## config.mk

```make
export PLATFORM = sky130hd
export DESIGN_NAME = mem_sched
export DESIGN_NICKNAME = d
export VERILOG_FILES = /design/src/rtl/mem_sched_pkg.sv /design/src/rtl/mem_sched_tagq.sv /design/src/rtl/mem_sched.sv
export SDC_FILE = /design/constraint.sdc
export NUM_CORES = 1
export LEC_CHECK = 0
export BUFFER_PORTS_ARGS = -buffer_cell sky130_fd_sc_hd__buf_2
export CAP_MARGIN = 20
export CORE_AREA = 2 2 122 124
export CTS_CLUSTER_DIAMETER = 100
export DETAILED_ROUTE_END_ITERATION = 16
export DIE_AREA = 0 0 124 126
export GPL_TIMING_DRIVEN = 0
export SYNTH_ARGS = -nofsm -noshare
export SYNTH_HDL_FRONTEND = slang
export SYNTH_SLANG_ARGS = --single-unit
```

## constraint.sdc

```tcl
create_clock -name clkSYS -period 3.1 [get_ports clkSYS]
set_input_delay 0.155 -clock clkSYS [delete_from_list [all_inputs] [get_ports clkSYS]]
set_output_delay 0.155 -clock clkSYS [all_outputs]
set_load 0.1 [all_outputs]
```

## src/rtl/mem_sched_pkg.sv

```systemverilog
// Shared types and width helpers for the SDRAM client scheduler.
// Build option: define MEM_SCHED_STARVE_EN to enable the starvation guard in mem_sched.
// No logic lives here; only enums, defaults and constant functions.
package mem_sched_pkg;

  typedef enum logic {
    IDLE  = 1'b0,
    GRANT = 1'b1
  } state_t;

  localparam int DEF_AN     = 24;
  localparam int DEF_DN     = 16;
  localparam int DEF_IN     = 4;
  localparam int DEF_BURST  = 8;
  localparam int DEF_PRIO   = 0;
  localparam int DEF_TAGS   = 4;
  localparam int DEF_STARVE = 15;

  // Index width for n items; never narrower than one bit.
  function automatic int idx_w(input int n);
    return (n > 1) ? $clog2(n) : 1;
  endfunction

  // Occupancy width for a FIFO of depth n (counts 0..n inclusive).
  function automatic int lvl_w(input int n);
    return $clog2(n) + 1;
  endfunction

endpackage

```

## src/rtl/mem_sched_tagq.sv

```systemverilog
// Purpose: FIFO of client indices, one entry per outstanding read burst.
// Latency: push visible at dout/level the cycle after the edge; dout is combinational from head.
// Backpressure: none inside; caller must not push when full unless popping on the same edge.
module mem_sched_tagq
  import mem_sched_pkg::*;
#(
  parameter int DEPTH = DEF_TAGS,
  parameter int W     = 2
) (
  input  logic                    clk,
  input  logic                    n_reset,
  input  logic                    push,
  input  logic                    pop,
  input  logic [W-1:0]            din,
  output logic [W-1:0]            dout,
  output logic [lvl_w(DEPTH)-1:0] level,
  output logic                    full,
  output logic                    empty
);

  localparam int PW = idx_w(DEPTH);
  localparam int LW = lvl_w(DEPTH);

  logic [W-1:0]  slots [DEPTH];
  logic [PW-1:0] wr_ptr;
  logic [PW-1:0] rd_ptr;
  logic          do_push;
  logic          do_pop;

  assign full    = (level == LW'(DEPTH));
  assign empty   = (level == '0);
  assign do_pop  = pop && !empty;
  assign do_push = push && (!full || do_pop);
  assign dout    = slots[rd_ptr];

  // Storage needs no reset: entries are only read while level says they are valid.
  always_ff @(posedge clk) begin
    if (do_push) slots[wr_ptr] <= din;
  end

  // Pointers and occupancy; simultaneous push and pop keep the level steady.
  always_ff @(posedge clk) begin
    if (!n_reset) begin
      wr_ptr <= '0;
      rd_ptr <= '0;
      level  <= '0;
    end else begin
      if (do_push) wr_ptr <= (wr_ptr == PW'(DEPTH - 1)) ? '0 : wr_ptr + 1'b1;
      if (do_pop)  rd_ptr <= (rd_ptr == PW'(DEPTH - 1)) ? '0 : rd_ptr + 1'b1;
      case ({do_push, do_pop})
        2'b10:   level <= level + 1'b1;
        2'b01:   level <= level - 1'b1;
        default: level <= level;
      endcase
    end
  end

endmodule

```

## src/rtl/mem_sched.sv

```systemverilog
// Purpose: shares one SDRAM controller port among IN clients (fixed-priority PRIO, round-robin rest).
// Latency: request seen in IDLE -> mem_req next cycle; ack is combinational with mem_ack; 2-cycle grant spacing.
// Backpressure: clients hold req until ack; reads stall while TAGS bursts are outstanding (writes still pass).
// Build option: MEM_SCHED_STARVE_EN adds per-client wait counters that can override PRIO.
module mem_sched
  import mem_sched_pkg::*;
#(
  parameter int AN     = DEF_AN,
  parameter int DN     = DEF_DN,
  parameter int IN     = DEF_IN,
  parameter int BURST  = DEF_BURST,
  parameter int PRIO   = DEF_PRIO,
  parameter int TAGS   = DEF_TAGS,
  parameter int STARVE = DEF_STARVE
) (
  input  logic                   clkSYS,
  input  logic                   n_reset,
  input  logic [IN-1:0]          req,
  input  logic [AN-1:0]          req_addr [IN],
  input  logic [DN-1:0]          req_data [IN],
  input  logic                   req_wr   [IN],
  output logic [IN-1:0]          ack,
  output logic [IN-1:0]          valid,
  output logic                   mem_req,
  output logic [AN-1:0]          mem_addr,
  output logic [DN-1:0]          mem_data,
  output logic                   mem_wr,
  input  logic                   mem_ack,
  input  logic                   mem_valid,
  output logic [lvl_w(TAGS)-1:0] tag_level,
  output logic                   busy
);

  localparam int GW = idx_w(IN);
  localparam int BW = idx_w(BURST);
  localparam logic [GW-1:0] RR_INIT = GW'((PRIO + 1) % IN);
  localparam logic [GW-1:0] PRIO_IX = GW'(PRIO);

  state_t        state;
  state_t        state_nxt;
  logic [GW-1:0] gnt;
  logic [GW-1:0] rr;
  logic [GW-1:0] win;
  logic [IN-1:0] elig;
  logic [BW-1:0] beat;
  logic          tq_push;
  logic          tq_pop;
  logic          tq_full;
  logic          tq_empty;
  logic [GW-1:0] tq_head;
  logic          grant_now;
  logic          done_now;

  // First set bit of mask at or after start, wrapping around.
  function automatic logic [GW-1:0] rr_pick(input logic [IN-1:0] mask, input logic [GW-1:0] start);
    logic [GW-1:0] pick;
    logic          found;
    int            idx;
    pick  = start;
    found = 1'b0;
    for (int k = 0; k < IN; k++) begin
      idx = (int'(start) + k) % IN;
      if (!found && mask[idx]) begin
        found = 1'b1;
        pick  = GW'(idx);
      end
    end
    return pick;
  endfunction

  assign grant_now = (state == IDLE) && (|elig);
  assign done_now  = (state == GRANT) && mem_ack;
  assign mem_req   = (state == GRANT);
  assign busy      = mem_req || !tq_empty;

  // A read is only worth granting if there is a tag slot for its burst.
  always_comb begin
    elig = '0;
    for (int i = 0; i < IN; i++) begin
      elig[i] = req[i] && (req_wr[i] || !tq_full);
    end
  end

`ifdef MEM_SCHED_STARVE_EN
  localparam int WAIT_W = 4;

  logic [WAIT_W-1:0] wait_cnt [IN];
  logic [IN-1:0]     starved;

  // A client is starved once it has watched STARVE grants go to PRIO.
  always_comb begin
    starved = '0;
    for (int i = 0; i < IN; i++) begin
      starved[i] = (i != PRIO) && elig[i] && (wait_cnt[i] == WAIT_W'(STARVE));
    end
  end

  // Starved clients outrank PRIO; among several, round-robin order decides.
  always_comb begin
    win = rr_pick(elig, rr);
    if (|starved)          win = rr_pick(starved, rr);
    else if (elig[PRIO])   win = PRIO_IX;
  end

  // Count PRIO grants seen by each waiting client; clear on its own ack.
  always_ff @(posedge clkSYS) begin
    if (!n_reset) begin
      for (int i = 0; i < IN; i++) wait_cnt[i] <= '0;
    end else begin
      for (int i = 0; i < IN; i++) begin
        if (i != PRIO) begin
          if (done_now && gnt == GW'(i))
            wait_cnt[i] <= '0;
          else if (grant_now && win == PRIO_IX && elig[i] && wait_cnt[i] != WAIT_W'(STARVE))
            wait_cnt[i] <= wait_cnt[i] + 1'b1;
        end
      end
    end
  end
`else
  // PRIO is strictly highest; everyone else rotates from the rr pointer.
  always_comb begin
    win = rr_pick(elig, rr);
    if (elig[PRIO]) win = PRIO_IX;
  end
`endif

  // Next state and the same-cycle ack back to the granted client.
  always_comb begin
    state_nxt = state;
    ack       = '0;
    tq_push   = 1'b0;
    case (state)
      IDLE: begin
        if (|elig) state_nxt = GRANT;
      end
      GRANT: begin
        if (mem_ack) begin
          ack[gnt]  = 1'b1;
          tq_push   = !mem_wr;
          state_nxt = IDLE;
        end
      end
      default: state_nxt = IDLE;
    endcase
  end

  // State, latched grant and downstream command; rr advances past non-PRIO winners.
  always_ff @(posedge clkSYS) begin
    if (!n_reset) begin
      state    <= IDLE;
      gnt      <= '0;
      rr       <= RR_INIT;
      mem_addr <= '0;
      mem_data <= '0;
      mem_wr   <= 1'b0;
    end else begin
      state <= state_nxt;
      if (grant_now) begin
        gnt      <= win;
        mem_addr <= req_addr[win];
        mem_data <= req_data[win];
        mem_wr   <= req_wr[win];
      end
      if (done_now && gnt != PRIO_IX) begin
        rr <= (gnt == GW'(IN - 1)) ? '0 : gnt + 1'b1;
      end
    end
  end

  // Route each returned word to whoever owns the oldest outstanding burst.
  always_comb begin
    valid  = '0;
    tq_pop = 1'b0;
    if (mem_valid && !tq_empty) begin
      valid[tq_head] = 1'b1;
      tq_pop         = (beat == BW'(BURST - 1));
    end
  end

  // Beat counter within the current burst; stray words with no owner are dropped.
  always_ff @(posedge clkSYS) begin
    if (!n_reset) begin
      beat <= '0;
    end else if (mem_valid && !tq_empty) begin
      beat <= (beat == BW'(BURST - 1)) ? '0 : beat + 1'b1;
    end
  end

  mem_sched_tagq #(
    .DEPTH (TAGS),
    .W     (GW)
  ) u_tagq (
    .clk     (clkSYS),
    .n_reset (n_reset),
    .push    (tq_push),
    .pop     (tq_pop),
    .din     (gnt),
    .dout    (tq_head),
    .level   (tag_level),
    .full    (tq_full),
    .empty   (tq_empty)
  );

endmodule
```

======== Yosys cells after proc, flatten, opt, wreduce, memory -nomap -nowiden ========
Memories as Yosys holds them, arrays and structs flattened. A register that Yosys moved wholly into a read port is not among the register bits.
Cells that the tools add are included.
cells by class
  add/subtract/negate cells ............... 9
  equality and inequality tests ........... 7
  mux-type cells .......................... 49
  reduce and logical (&&, ||, !) cells .... 34
  order comparisons ....................... 9
  bitwise operators ....................... 5
operator list
  kind                                                                                 count
  24-bit binary-select mux with 2-bit select                                           1
  24-bit two-way mux                                                                   2
  16-bit binary-select mux with 2-bit select                                           1
  16-bit two-way mux                                                                   2
  1-bit two-way mux                                                                    21
  2-bit two-way mux                                                                    9
  1-bit logical AND                                                                    15
  3-bit by 4-bit < comparator with 1-bit output, second input constant                 3
  4-bit two-way mux                                                                    3
  1-bit binary-select mux with 2-bit select                                            5
  2-bit by 3-bit < comparator with 1-bit output, second input constant                 3
  2-bit by 1-bit adder with 2-bit output, second input constant                        4
  2-bit == test, second input constant                                                 4
  3-bit by 1-bit adder with 3-bit output, second input constant                        2
  3-bit == test, second input constant                                                 2
  1-bit logical NOT                                                                    6
  1-bit logical OR                                                                     6
  3-bit case mux with 2 select lines                                                   1
  2-bit OR reduction                                                                   3
  2-bit adder, second input constant                                                   2
  1-bit demux with 2-bit select                                                        2
  2-bit by 1-bit greater-or-equal comparator with 1-bit output, second input constant  2
  2-bit nonzero test                                                                   2
  4-bit OR reduction                                                                   1
  9 further kinds                                                                      11
storage, ports and cells
  output and inout bits ................... 54
  bits in writable memories ............... 8
  flip-flop bits (word level) ............. 56
  memories kept ........................... 1
  input port bits ......................... 172
  word-level logic and storage cells ...... 124
memory list
  memory        depth  bits a word  read ports  clocked after memory_dff  wr ports  line                  source
  u_tagq.slots  4      2            1           1                         1         mem_sched_tagq.sv:24  logic [W-1:0] slots [DEPTH];

======== Logic depth before layout (Yosys ltp) ========
  depth in word-level cells ............... 21
  mapped depth ............................ 11
  depth with buffers taken out ............ 11

======== Modules after synthesis ========
From an unflattened synthesis, not the netlist that was laid out.
second synthesis, totals
  cell total of the unflattened synthesis .. 382
  area, all modules ....................... 3799.9 µm²
modules (own cells, without submodules)
  module          instances  cells an instance  area each (µm²)  sequential area each (µm²)
  mem_sched       1          312                2970.3           980.9
  mem_sched_tagq  1          70                 829.5            420.4

======== Worst setup path after synthesis ========
OpenSTA, ideal clock, no wires.
  path type ............................... register -> output
  start point ............................. register u_tagq.level[1]
  end point ............................... output port valid[1]
  path slack .............................. -0.713 ns
  stages on the path, launching flop included .. 4
  required time ........................... 2.945 ns
  path buffers ............................ 1
  data arrival time ....................... 3.658 ns
  cells stage by stage .................... dfxtp_1 > buf_2 > o31ai_1 > nor3b_1
between the ends
  longest elaborated chain between the ends .. 4
ends and longest elaborated chain
  what                      line                  source
  start: declaration        mem_sched_tagq.sv:16  output logic [lvl_w(DEPTH)-1:0] level,
  start signal: assignment  mem_sched_tagq.sv:51  2'b10: level <= level + 1'b1;
  start signal: assignment  mem_sched_tagq.sv:52  2'b01: level <= level - 1'b1;
  start signal: assignment  mem_sched_tagq.sv:53  default: level <= level;
  3-bit logical NOT         mem_sched_tagq.sv:31  assign empty = (level == '0);
  1-bit logical NOT         mem_sched.sv:175      if (mem_valid && !tq_empty) begin
  1-bit logical AND         mem_sched.sv:175
  4-bit two-way mux         mem_sched.sv:175
  end: declaration          mem_sched.sv:23       output logic [IN-1:0] valid,
Every way passes these cells.

======== Worst setup path after layout ========
  start point ............................. register u_tagq.level[1]
  end point ............................... register mem_data[7]
between the ends
  longest elaborated chain between the ends .. 21
  elaborated cells on any way between the ends .. 40
  classes of those cells .................. eq/ne: 1; mux: 21; bitwise: 1; reduce/logical: 17
ends and longest elaborated chain
  what                                                    line                  source
  3-bit == test (*)                                       mem_sched_tagq.sv:30  assign full = (level == LW'(DEPTH));
  1-bit logical NOT (*)                                   mem_sched.sv:80       elig[i] = req[i] && (req_wr[i] || !tq_full);
  1-bit logical OR                                        mem_sched.sv:80
  1-bit logical AND                                       mem_sched.sv:80
  1-bit binary-select mux with 2-bit select               mem_sched.sv:63       if (!found && mask[idx]) begin
  1-bit two-way mux (implied by the code)                 mem_sched.sv:63
  1-bit two-way mux                                       mem_sched.sv:63
  1-bit logical NOT                                       mem_sched.sv:63
  [4 not listed]                                          -
  1-bit two-way mux                                       mem_sched.sv:63
  1-bit logical NOT                                       mem_sched.sv:63
  1-bit logical AND                                       mem_sched.sv:63
  2-bit two-way mux                                       mem_sched.sv:63
  2-bit two-way mux                                       mem_sched.sv:124      if (elig[PRIO]) win = PRIO_IX;
  2-bit inverter with 3-bit output (implied by the code)  mem_sched.sv:162      mem_data <= req_data[win];
  16-bit binary-select mux with 2-bit select              mem_sched.sv:162
  16-bit two-way mux (implied by the code) (2 in a row)   mem_sched.sv:162
  end signal: assignment                                  mem_sched.sv:162
  end: declaration                                        mem_sched.sv:26       output logic [DN-1:0] mem_data,
Every way passes the cells marked *; elsewhere a longest branch is shown, timed or not. The select of a mux whose other input is x is not followed.
A chain may end at the register's enable or synchronous reset.

==> impl_metrics.json <==
{
  "outcome": "completed",
  "finalHoldWorstSlack_ns": 0.03717,
  "worstSetupStartpointType": "flop",
  "initial_cell_density_of_the_core_pct": 29.24,
  "timing_hold_violations_final": 0,
  "route.antenna.remaining_nets": 0,
  "worst_setup_ep_type": "flop",
  "first_iter_violations": 165,
  "syn_area_sq_um": 4185,
  "fin_setup_tns_ns": 0,
  "yosysMostFrequentCell": "sky130_fd_sc_hd__dfxtp_1",
  "final_min_period_over_clock_period_pct": 89.81,
  "total_power_per_unit_cell_area_nw_per_um2": 513.2,
  "power.leakage_uw": 0.002881,
  "synth.area.top_cells": "sky130_fd_sc_hd__dfxtp_1 (28%), sky130_fd_sc_hd__o211ai_2 (12%), sky130_fd_sc_hd__mux2i_1 (9.6%)",
  "setup_repair_after_global_routing_missed_its_margin": "false",
  "post_dp_cell_area_sq_um": 5552,
  "boundaryPins": 226,
  "worst_setup_hold_path_clk_slew_ns": 0.06,
  "drc": 0,
  "synth_enable_flop_cells": 8,
  "cts_inserted_buffers": 9,
  "worst_clock_skew_ns": 0.005614,
  "dpl.cell_count": 877,
  "worst_r2r_startpoint": "u_tagq.level[1]",
  "core_sq_um": 14310,
  "setup.worst_path.class": "reg2reg",
  "postSynthCellCount": 468,
  "stdcell_count": 894,
  "achievable-frequency_mhz": 359.2,
  "crit_path_max_fanout": 10,
  "post-synth-top-area-fraction_pct": 27.74,
  "fin_area_sq_um": 5887,
  "synth_cell_types": 50,
  "dp_worst_setup_slack_ns": 0.2248,
  "num_rows": 44,
  "yosys_register_bits": 66,
  "die_h_um": 126,
  "cts_tree": "yes",
  "first_pass_grt_wire_length_um": 20950,
  "yosys.area.top_type": "sky130_fd_sc_hd__dfxtp_1",
  "synth_area_per_cell_sq_um": 8.943,
  "async_flop_share_pct": 0,
  "first_pass_iters": 4,
  "grt_remaining_overflow": 0,
  "cts_sinks": 66,
  "min_to": "rr[0]",
  "antenna_found_initial": 1,
  "synthTopCellsByCount": "sky130_fd_sc_hd__dfxtp_1 (58), sky130_fd_sc_hd__nand2_1 (53), sky130_fd_sc_hd__nand3_1 (43), sky130_fd_sc_hd__o21ai_0 (43)",
  "tightest_slew_ns": 0.8186,
  "syn_nets": 653,
  "crit_path_dat_ns": 3.00,
  "avgRoutedWirePerCell_um": 15.32,
  "largest_net_degree_at_the_start_of_global_routing": 14,
  "avgViaCountPerCell": 4.898,
  "worst_slew_margin_rel_pct": 45.01,
  "first_global_vias": 4090,
  "final-setup-viol-count": 0,
  "fp.dieW_um": 124,
  "synthToLayoutAreaGrowth_pct": 40.66,
  "required_ns": 3.31,
  "final_layout_size_suffix_gt1_share_pct": 43.30,
  "cts-root-to-sink-buffers": 2,
  "synthesis.yosys.warnings": 0,
  "slew_violations": 0,
  "reg2reg_setup_slack_ns": 0.32,
  "total_number_of_vias": 4379,
  "synth-main-ff-cell": "sky130_fd_sc_hd__dfxtp_1",
  "crit-reg2reg-capture": "mem_data[7]",
  "placement.io_buffers": 225,
  "r2r.worst_path.cells": 8,
  "number_of_nets_at_the_end_of_the_flow": 889,
  "ir_worst_vdd_mv": 0.2361,
  "hold_path_class": "in2reg",
  "cts.root.buffer_cell": "sky130_fd_sc_hd__clkbuf_16",
  "seq_area_frac_synth_pct": 33.48,
  "hpwl_um": 10600,
  "fp.dieArea_sq_um": 15620,
  "htreeDepth": 3,
  "globalRouteTotalUtil_pct": 17.38,
  "min_from": "n_reset",
  "finalWorstPathRequiredPeriod_ns": 2.784,
  "worstSkewPairLatency_ns": 0.33,
  "setup_slack_ns": 0.3159,
  "max-cap-violations": 0,
  "gpl.final_weighted_congestion": 0.8012,
  "worstHoldPathCells": 2,
  "detail_route.wirelength_um": 13700
}
placed cells by master (no fill, tap or decap), drive strengths merged, types with 2 or more instances in the layout:
| cell | count |
|---|---|
| buf | 241 |
| and2 | 5 |
| o31ai | 2 |
| nand2 | 54 |
| nor4b | 2 |
| o21ai | 44 |
| o211ai | 40 |
| inv | 13 |
| ha | 12 |
| and3 | 7 |
| mux2i | 40 |
| mux4 | 2 |
| or4b | 2 |
| or3 | 2 |
| dfxtp | 58 |
| o31a | 2 |
| bufinv | 2 |
| clkbuf | 30 |
| a21boi | 2 |
| nor3 | 4 |
| clkinv | 3 |
| o21bai | 2 |
| nand3 | 43 |
| xor2 | 2 |
| nor2 | 18 |
| a21oi | 13 |
| edfxtp | 8 |
| a21o | 40 |
state kept, by name (all words and copies together) (netlist names), named ones only:
signal,flops
rr,2
mem_wr,1
mem_data,16
beat,3
u_tagq.level,3
u_tagq.rd_ptr,2
u_tagq.wr_ptr,2
gnt,2
u_tagq.slots,8
mem_addr,24
mem_req,1
area by class of cell:
| cell class | count | area (sq um) |
|---|---|---|
| fillers | 1496 | 8427 |
| multi-input cells | 354 | 2574 |
| well taps | 184 | 230.2 |
| inverters | 11 | 41.29 |
| diodes | 1 | 2.502 |
| clock inverters | 7 | 100.1 |
| repair buffers | 225 | 1126 |
| clock buffers | 9 | 225.2 |
| flip-flops and latches | 66 | 1401 |
| plain buffers | 37 | 186.4 |
metal layers:
layer	global-route usage (%)	vias up	share of wire, %
li1	-	2185	-
met2	28.44	163	48
met3	4.484	21	6.5
met5	0	-	0
met1	22.42	2010	43
met4	5.155	0	2.0
worst max-delay path, stage by stage, from the launching register on:
cell,delay [ns]
sky130_fd_sc_hd__dfxtp_1,0.30
sky130_fd_sc_hd__buf_2,0.17
sky130_fd_sc_hd__or4b_4,0.56
sky130_fd_sc_hd__a2bb2oi_1,0.33
sky130_fd_sc_hd__a31oi_1,0.28
sky130_fd_sc_hd__nand4_1,0.32
sky130_fd_sc_hd__buf_1,0.45
sky130_fd_sc_hd__a21o_1,0.16
sky130_fd_sc_hd__o211ai_2,0.09
timing repair:
item | CTS | global route
hold buffers | 0 | 0
endpoints found under the setup margin | 0 | 39
buffers inserted | 0 | 0
resized for setup | 0 | 3
endpoints found under the hold margin | 0 | 0
where the power goes:
| group | internal (uW) | switching (uW) | total (uW) |
|---|---|---|---|
| Clock | 711 | 407 | 1120 |
| Combinational | 249 | 690 | 940 |
| Sequential | 929 | 35.2 | 964 |
| Total | 1890 | 1130 | 3020 |
cells by family (layout without fill, tap and decap cells):
| group | count (synthesis) | count (layout) | share of synthesized area, % |
|---|---|---|---|
| AO/OA/AOI/OAI | 154 | 154 | 29.66 |
| buffers and inverters | 48 | 289 | 5.411 |
| other | 0 | 1 | 0 |
| adder cells (fa/ha/maj) | 13 | 13 | 4.066 |
| flip-flops | 66 | 66 | 33.48 |
| XOR/XNOR | 2 | 2 | 0.4186 |
| multiplexers | 42 | 42 | 10.64 |
| AND/OR/NAND/NOR | 143 | 143 | 16.32 |
metrics by stage:
| step | power (uW) | util, % |
|---|---|---|
| global route | 3157 | 41.13 |
| CTS | 3067 | 41.06 |
| finish | 3021 | 41.13 |
| detailed placement | 1927 | 38.79 |
| floorplan | 1683 | - |
| global placement | 1923 | 38.79 |
worst max path at each step:
stage / start / endpoint / slack, ns / depth (start not counted)
floorplan: u_tagq.level[2] / u_tagq.level[2] / 0.01 / 10
global placement: u_tagq.level[1] / mem_data[14] / 0.24 / 8
detailed placement: u_tagq.level[1] / mem_data[14] / 0.22 / 8
CTS: u_tagq.level[1] / mem_data[14] / 0.21 / 8
global route: u_tagq.level[1] / mem_data[12] / 0.02 / 8
finish: u_tagq.level[1] / mem_data[7] / 0.32 / 8
Power figures use the tool's default switching activity.
